--- src/rtl/sram_rd_streamer.sv ---
// Sweeps a contiguous address range of a synchronous storage bank and streams
// each word out over valid/ready, using a 2-entry buffer and read credits.
module sram_rd_streamer #(
   parameter int ADDR_W = 4,
   parameter int DATA_W = 16
) (
   input  logic              clk,
   input  logic              reset,
   input  logic              start,
   input  logic [ADDR_W-1:0] base_addr,
   input  logic [ADDR_W:0]   len,
   output logic              mem_rd_en,
   output logic [ADDR_W-1:0] mem_addr,
   input  logic [DATA_W-1:0] mem_rdata,
   output logic [DATA_W-1:0] out_data,
   output logic              out_valid,
   input  logic              out_ready,
   output logic              busy,
   output logic              done
);

   typedef enum logic [1:0] {
      IDLE  = 2'd0,
      READ  = 2'd1,
      DRAIN = 2'd2,
      FIN   = 2'd3
   } state_t;

   state_t            state_q, state_d;
   logic [ADDR_W-1:0] ptr_q, ptr_d;
   logic [ADDR_W:0]   rem_q, rem_d;
   logic              inflight_q, inflight_d;
   logic [1:0]        count_q, count_d;
   logic              wr_idx_q, wr_idx_d;
   logic              rd_idx_q, rd_idx_d;
   logic [DATA_W-1:0] buf_q [2];
   logic [DATA_W-1:0] buf_d [2];

   logic              push;
   logic              pop;
   logic              issue;
   logic [1:0]        credit_used;

   // Credits count the slot freed by a same-cycle pop, which is what lets a
   // continuously-ready consumer receive one word per cycle.
   always_comb begin
      push        = inflight_q;
      pop         = (count_q != 2'd0) && out_ready;
      credit_used = count_q + {1'b0, inflight_q} - {1'b0, pop};
      issue       = (state_q == READ) && (rem_q != '0) && (credit_used < 2'd2);
   end

   always_comb begin
      count_d    = count_q + {1'b0, push} - {1'b0, pop};
      wr_idx_d   = wr_idx_q ^ push;
      rd_idx_d   = rd_idx_q ^ pop;
      inflight_d = issue;
   end

   for (genvar gi = 0; gi < 2; gi++) begin : g_buf
      assign buf_d[gi] = (push && (wr_idx_q == 1'(gi))) ? mem_rdata : buf_q[gi];

      always_ff @(posedge clk or negedge reset) begin
         if (!reset) begin
            buf_q[gi] <= '0;
         end else begin
            buf_q[gi] <= buf_d[gi];
         end
      end
   end

   always_comb begin
      state_d = state_q;
      ptr_d   = ptr_q;
      rem_d   = rem_q;
      case (state_q)
         IDLE: begin
            if (start) begin
               if (len != '0) begin
                  ptr_d   = base_addr;
                  rem_d   = len;
                  state_d = READ;
               end else begin
                  state_d = FIN;
               end
            end
         end
         READ: begin
            if (issue) begin
               ptr_d = ptr_q + ADDR_W'(1);
               rem_d = rem_q - (ADDR_W+1)'(1);
               if (rem_q == (ADDR_W+1)'(1)) begin
                  state_d = DRAIN;
               end
            end
         end
         DRAIN: begin
            // Finish as soon as the final word leaves, so done follows it by one cycle.
            if ((count_d == 2'd0) && !inflight_d) begin
               state_d = FIN;
            end
         end
         FIN: begin
            state_d = IDLE;
         end
         default: begin
            state_d = IDLE;
         end
      endcase
   end

   always_ff @(posedge clk or negedge reset) begin
      if (!reset) begin
         state_q    <= IDLE;
         ptr_q      <= '0;
         rem_q      <= '0;
         inflight_q <= 1'b0;
         count_q    <= 2'd0;
         wr_idx_q   <= 1'b0;
         rd_idx_q   <= 1'b0;
      end else begin
         state_q    <= state_d;
         ptr_q      <= ptr_d;
         rem_q      <= rem_d;
         inflight_q <= inflight_d;
         count_q    <= count_d;
         wr_idx_q   <= wr_idx_d;
         rd_idx_q   <= rd_idx_d;
      end
   end

   assign mem_rd_en = issue;
   assign mem_addr  = issue ? ptr_q : '0;
   assign out_valid = (count_q != 2'd0);
   assign out_data  = buf_q[rd_idx_q];
   assign busy      = (state_q == READ) || (state_q == DRAIN);
   assign done      = (state_q == FIN);

endmodule
--- config.mk ---
export PLATFORM = sky130hd
export DESIGN_NAME = sram_rd_streamer
export DESIGN_NICKNAME = d
export VERILOG_FILES = /design/src/rtl/sram_rd_streamer.sv
export SDC_FILE = /design/constraint.sdc
export NUM_CORES = 1
export LEC_CHECK = 0
export CORE_MARGIN = 2
export CORE_UTILIZATION = 40
export CTS_CLUSTER_SIZE = 30
export DETAILED_ROUTE_END_ITERATION = 10
export GPL_ROUTABILITY_DRIVEN = 0
export PLACE_DENSITY_LB_ADDON = 0.15
export SYNTH_ARGS = -nofsm -noshare
export SYNTH_HDL_FRONTEND = slang
export SYNTH_SLANG_ARGS = --single-unit
--- constraint.sdc ---
create_clock -name clk -period 5.5 [get_ports clk]
set_input_delay 0.825 -clock clk [delete_from_list [all_inputs] [get_ports clk]]
set_output_delay 0.825 -clock clk [all_outputs]
set_load 0.01 [all_outputs]
; Word-level counts from Yosys, hierarchy flattened
; Cells that the tools add are included.
[word_totals]
word_cells = 62
inputBits = 29
output_inout_bits = 24
ff_bits = 48
[op_classes]
reduce_logical = 16
n_bitwise = 4
n_lt_le_gt_ge = 2
mux = 18
add_sub_neg = 4
eq_ne = 9
[op_table]
columns = operator, count
row1 = $mux 16, 3
row2 = $mux 4, 4
row3 = $mux 5, 3
row4 = $mux 2, 5
row5 = $ne 2x2->1 const B, 5
row6 = $pmux 5 s2, 1
row7 = $reduce_bool 5->1, 2
row8 = $pmux 2 s4, 1
row9 = $pmux 4 s2, 1
row10 = $reduce_and 4->1, 2
row11 = $logic_and 1x1->1, 6
row12 = $eq 5x1->1 const B, 1
row13 = $sub 5x1->5 const B, 1
row14 = $add 4x1->4 const B, 1
row15 = $eq 2x2->1 const B, 2
row16 = $logic_not 2->1, 2
row17 = $reduce_bool 2->1, 2
row18 = $add 2x1->2, 1
row19 = $eq 2x1->1 const B, 1
row20 = $ge 2x2->1 const B, 1
row21 = $lt 2x2->1 const B, 1
row22 = $not 1->2, 1
row23 = $sub 2x1->2, 1
row24 = $xor 1x1->1, 2
row25 = other kinds (3), 3

; Longest topological paths before layout
[logic_depth]
word_depth = 9
depth_mapped = 10
ltp_nobuf = 10

; Worst setup path before layout
; OpenSTA, ideal clock, no wires.
[synth_path]
kind = input-to-output
startpoint = in out_ready
endpoint = out mem_addr[0]
t_required_ps = 4675
arrival_ps = 2107
stages = 8
path_buffers = 0
slack_ps = 2568
cell_sequence = and2_1 > ha_1 > inv_1 > ha_1 > xnor3_2 > nand3_1 > inv_1 > and2_1
[synth_via]
elab_chain_len = 5
[synth_lines]
columns = element, line
row1 = "start, declared", 17  ; input logic out_ready,
row2 = $logic_and 1x1->1, 48  ; pop = (count_q != 2'd0) && out_ready;
row3 = $sub 2x1->2, 49  ; credit_used = count_q + {1'b0, inflight_q} - {1'b0, pop};
row4 = $lt 2x2->1, 50  ; issue = (state_q == READ) && (rem_q != '0) && (credit_used < 2'd2);
row5 = $logic_and 1x1->1, 50
row6 = net mem_rd_en, 12  ; output logic mem_rd_en,
row7 = $mux 4, 133  ; assign mem_addr = issue ? ptr_q : '0;
row8 = "end, declared", 13  ; output logic [ADDR_W-1:0] mem_addr,
; The timed path passes the listed nets, and every way through them passes these cells.

; Worst setup path after layout
[layout_path]
startpoint = in out_ready
endpoint = out mem_addr[0]
[layout_via]
elab_chain_len = 5
[layout_lines]
columns = element, line
row1 = $logic_and 1x1->1, 48
row2 = $sub 2x1->2, 49
row3 = $lt 2x2->1, 50
row4 = $logic_and 1x1->1, 50
row5 = $mux 4, 133
; Every way passes these cells.

==> results.toml <==
[run_status]
status = "complete, no violations"

[finish]
final_cell_mix = "51 x clkdlybuf4s50_1, 48 x mux2_2, 48 x dfrtp_1"
mostFrequentLayoutCell = "clkdlybuf4s50_1"
final_util_pct = 52.8
final_nets = 302
drive_gt1_share_pct = 24.5
fill_cells = 579
finalNonFillerCells = 336
area_delta_synth_final_pct = 25.9
n_antenna_cell = 0

[timing]
finalHoldViolations = 0
tightestPinTransition_ns = 1.07
setup_viol = 0
finalCritPeriodShare_pct = 74.0
fin_ws_ns = 1.43
rsz0062_at_grt = "false"
skew_ns = 0.00249
max_slew_margin_pct = 28.4
min_period_ns = 4.07
setup_tns_ns = 0
finalMaxSlewViolations = 0
max_freq_mhz = 246

[yosys]
synth_cells = 212
ys_warn_count = 0
syn_area_um2 = 2530
yosysTopAreaCell = "dfrtp_1"
synth_seq_cells = 48
ys_seq_area_share_pct = 47.5
synth_nets = 254
netlist.area_leader.share_pct = 47.5
postSynthAreaPerCell_um2 = 11.9
ys_types = 39
synth_area_leaders = "dfrtp_1 48%, mux2_2 21%, ha_1 6.4%"

[detailed_routing]
drt-initial-drc-count = 26
dr_wl_met3_um = 265
vias = 1762
dr_wl_met2_um = 2300
ant_nets = 0
wl_um = 4930
viasPerCell = 5.24
wire_per_inst_um = 14.7
topRoutingLayerUsed = "met4"
wl_met1_um = 2310
first_pass_iters = 4
drc = 0

[floorplanning]
fp.dieW_um = 83.5
initial_core_util_pct = 41.9
coreArea_um2 = 6030
die-area_um2 = 6970
die_h_um = 83.5
rows = 28
io_pins = 53

[cts]
htree_levels = 2
clk_path_buf_depth = 2
cts_tree = "yes"
clk_pin_slew_ns = 0.08
cts.sinks = 48
cts-root-buf = "clkbuf_8"
ctsResizeCount = 0
clk_latency_ns = 0.29
cts_setup_buffers = 0
numCtsBuffers = 5
cts_hold_repair.buffers = 0

[power]
leakage_nw = 1.35
combPwrFrac_pct = 53.8
switching_share_pct = 35.6
p_sw_mw = 0.678
p_int_mw = 1.23
ir_drop_uv = 265
powerDensity_nw_per_um2 = 599
p_seq_share_pct = 34.7
clkPwrFrac_pct = 11.5

[critical_path]
end_kind = "output pin"
r2r_start = "count_q[0]"
r2r_slack_ns = 3.00
cp.arrival_ns = 3.25
path_max_fanout = 11
critPathKind = "input port to output pin"
r2r_cells = 9
cp-start-kind = "input port"
r2r-end = "rem_q[4]"
cp.required_ns = 4.68

[global_route]
grt_pass1_vias = 1893
grt_pass1_wl_um = 8740
antenna_found_initial = 0
track_usage_pct = 15.2
grt_overflow = 0
grt_max_degree = 49

[place]
dp_cells = 328
hpwl_um = 3500
port_buffers = 52
dp_slack_ns = 1.41

[min_path]
hp-class = "register to register"
hp-start = "buf_q[8]"
whs_path_depth = 1
hold-path-endpoint = "buf_q[8]"

[job]
max_cap_viol_count = 0
==> critical path, stage by stage <==
cell,delay [ns]
clkdlybuf4s50_1,0.39
and2_1,0.16
ha_1,0.27
inv_1,0.04
ha_1,0.17
xnor3_2,0.37
nand3_1,0.12
inv_1,0.21
and2_1,0.16
clkdlybuf4s50_1,0.53
==> state kept, by name (all words and copies together) (netlist names) <==
name and cells:
buf_q 32, rem_q 5, ptr_q 4, count_q 2, state_q 2, inflight_q 1
rd_idx_q 1, wr_idx_q 1
==> logic make-up (layout without fill, tap and decap cells) <==
| group | Yosys count | in the layout | share of synthesized area (%) |
|---|---|---|---|
| compound gates | 25 | 25 | 6.88 |
| buf+inv | 26 | 75 | 4.21 |
| mux | 51 | 51 | 22.6 |
| fa+ha+maj | 13 | 13 | 6.44 |
| xor+xnor | 2 | 2 | 1.29 |
| flops | 48 | 48 | 47.5 |
| simple gates | 47 | 47 | 11.0 |
==> power by group through the flow <==
| stage | clock [mW] | combinational (mW) | sequential [mW] |
|---|---|---|---|
| finish | 0.219 | 1.03 | 0.662 |
| global route | 0.242 | 1.14 | 0.696 |
| CTS | 0.228 | 1.05 | 0.666 |
| detailed placement | 0 | 1.04 | 0.674 |
| global placement | 0 | 1.03 | 0.668 |
| floorplan | 0 | 0.723 | 0.614 |
==> worst max-delay path by stage <==
stage / startpoint / end / slack, ns / cells after the start
6_report: out_ready / mem_addr[0] / 1.43 / 10
5_1_grt: out_ready / mem_addr[0] / 1.27 / 10
4_1_cts: out_ready / mem_addr[1] / 1.39 / 10
3_5_place_dp: out_ready / mem_addr[1] / 1.41 / 10
3_3_place_gp: out_ready / mem_addr[1] / 1.44 / 10
2_1_floorplan: out_ready / mem_addr[0] / 2.57 / 8
==> final cells by class <==
type / instances / area, µm² / area share [%]
Tap cell: 75 / 93.8 / 2.95
Inverter: 15 / 56.3 / 1.77
Clock buffer: 7 / 86.3 / 2.72
Sequential cell: 48 / 1200 / 37.8
Timing Repair Buffer: 52 / 515 / 16.2
Multi-Input combinational cell: 138 / 1220 / 38.3
Clock inverter: 1 / 7.51 / 0.236
==> cells in the mapped netlist <==
cell type  instances
dfrtp_1           48
mux2_2            48
inv_1             15
ha_1              13
clkbuf_1           8
nand2_1            7
a21oi_1            6
nand3_1            6
nor2_1             6
and2_1             5
nor3_1             4
o21ai_0            4
o22a_1             4
mux2i_1            3
o221ai_1           3
a21o_1             2
a41oi_1            2
nand4_1            2
nor2b_1            2
nor3b_1            2
o211ai_1           2
or2_2              2
or3b_2             2
a31oi_1            1
and3b_1            1
buf_1              1
buf_2              1
buf_6              1
nand2_4            1
nand2b_2           1
nand4b_1           1
nor4b_1            1
o311ai_0           1
or2b_2             1
or3_1              1
or4_1              1
or4b_1             1
xnor3_2            1
xor2_1             1
==> stage by stage <==
step	hold WS, ns	total power, mW	cell area (µm²)
floorplan	0.475	1.34	2530
global placement	0.484	1.69	3090
detailed placement	0.493	1.71	3090
CTS	0.514	1.94	3180
global route	0.519	2.07	3180
finish	0.508	1.91	3180
==> layer usage <==
| layer | track usage [%] | vias up |
|---|---|---|
| li1 | - | 846 |
| met1 | 20.5 | 869 |
| met2 | 24.7 | 42 |
| met3 | 4.15 | 5 |
| met4 | 3.52 | 0 |
| met5 | 0 | - |
No activity file was read; power rests on OpenSTA's default activity.
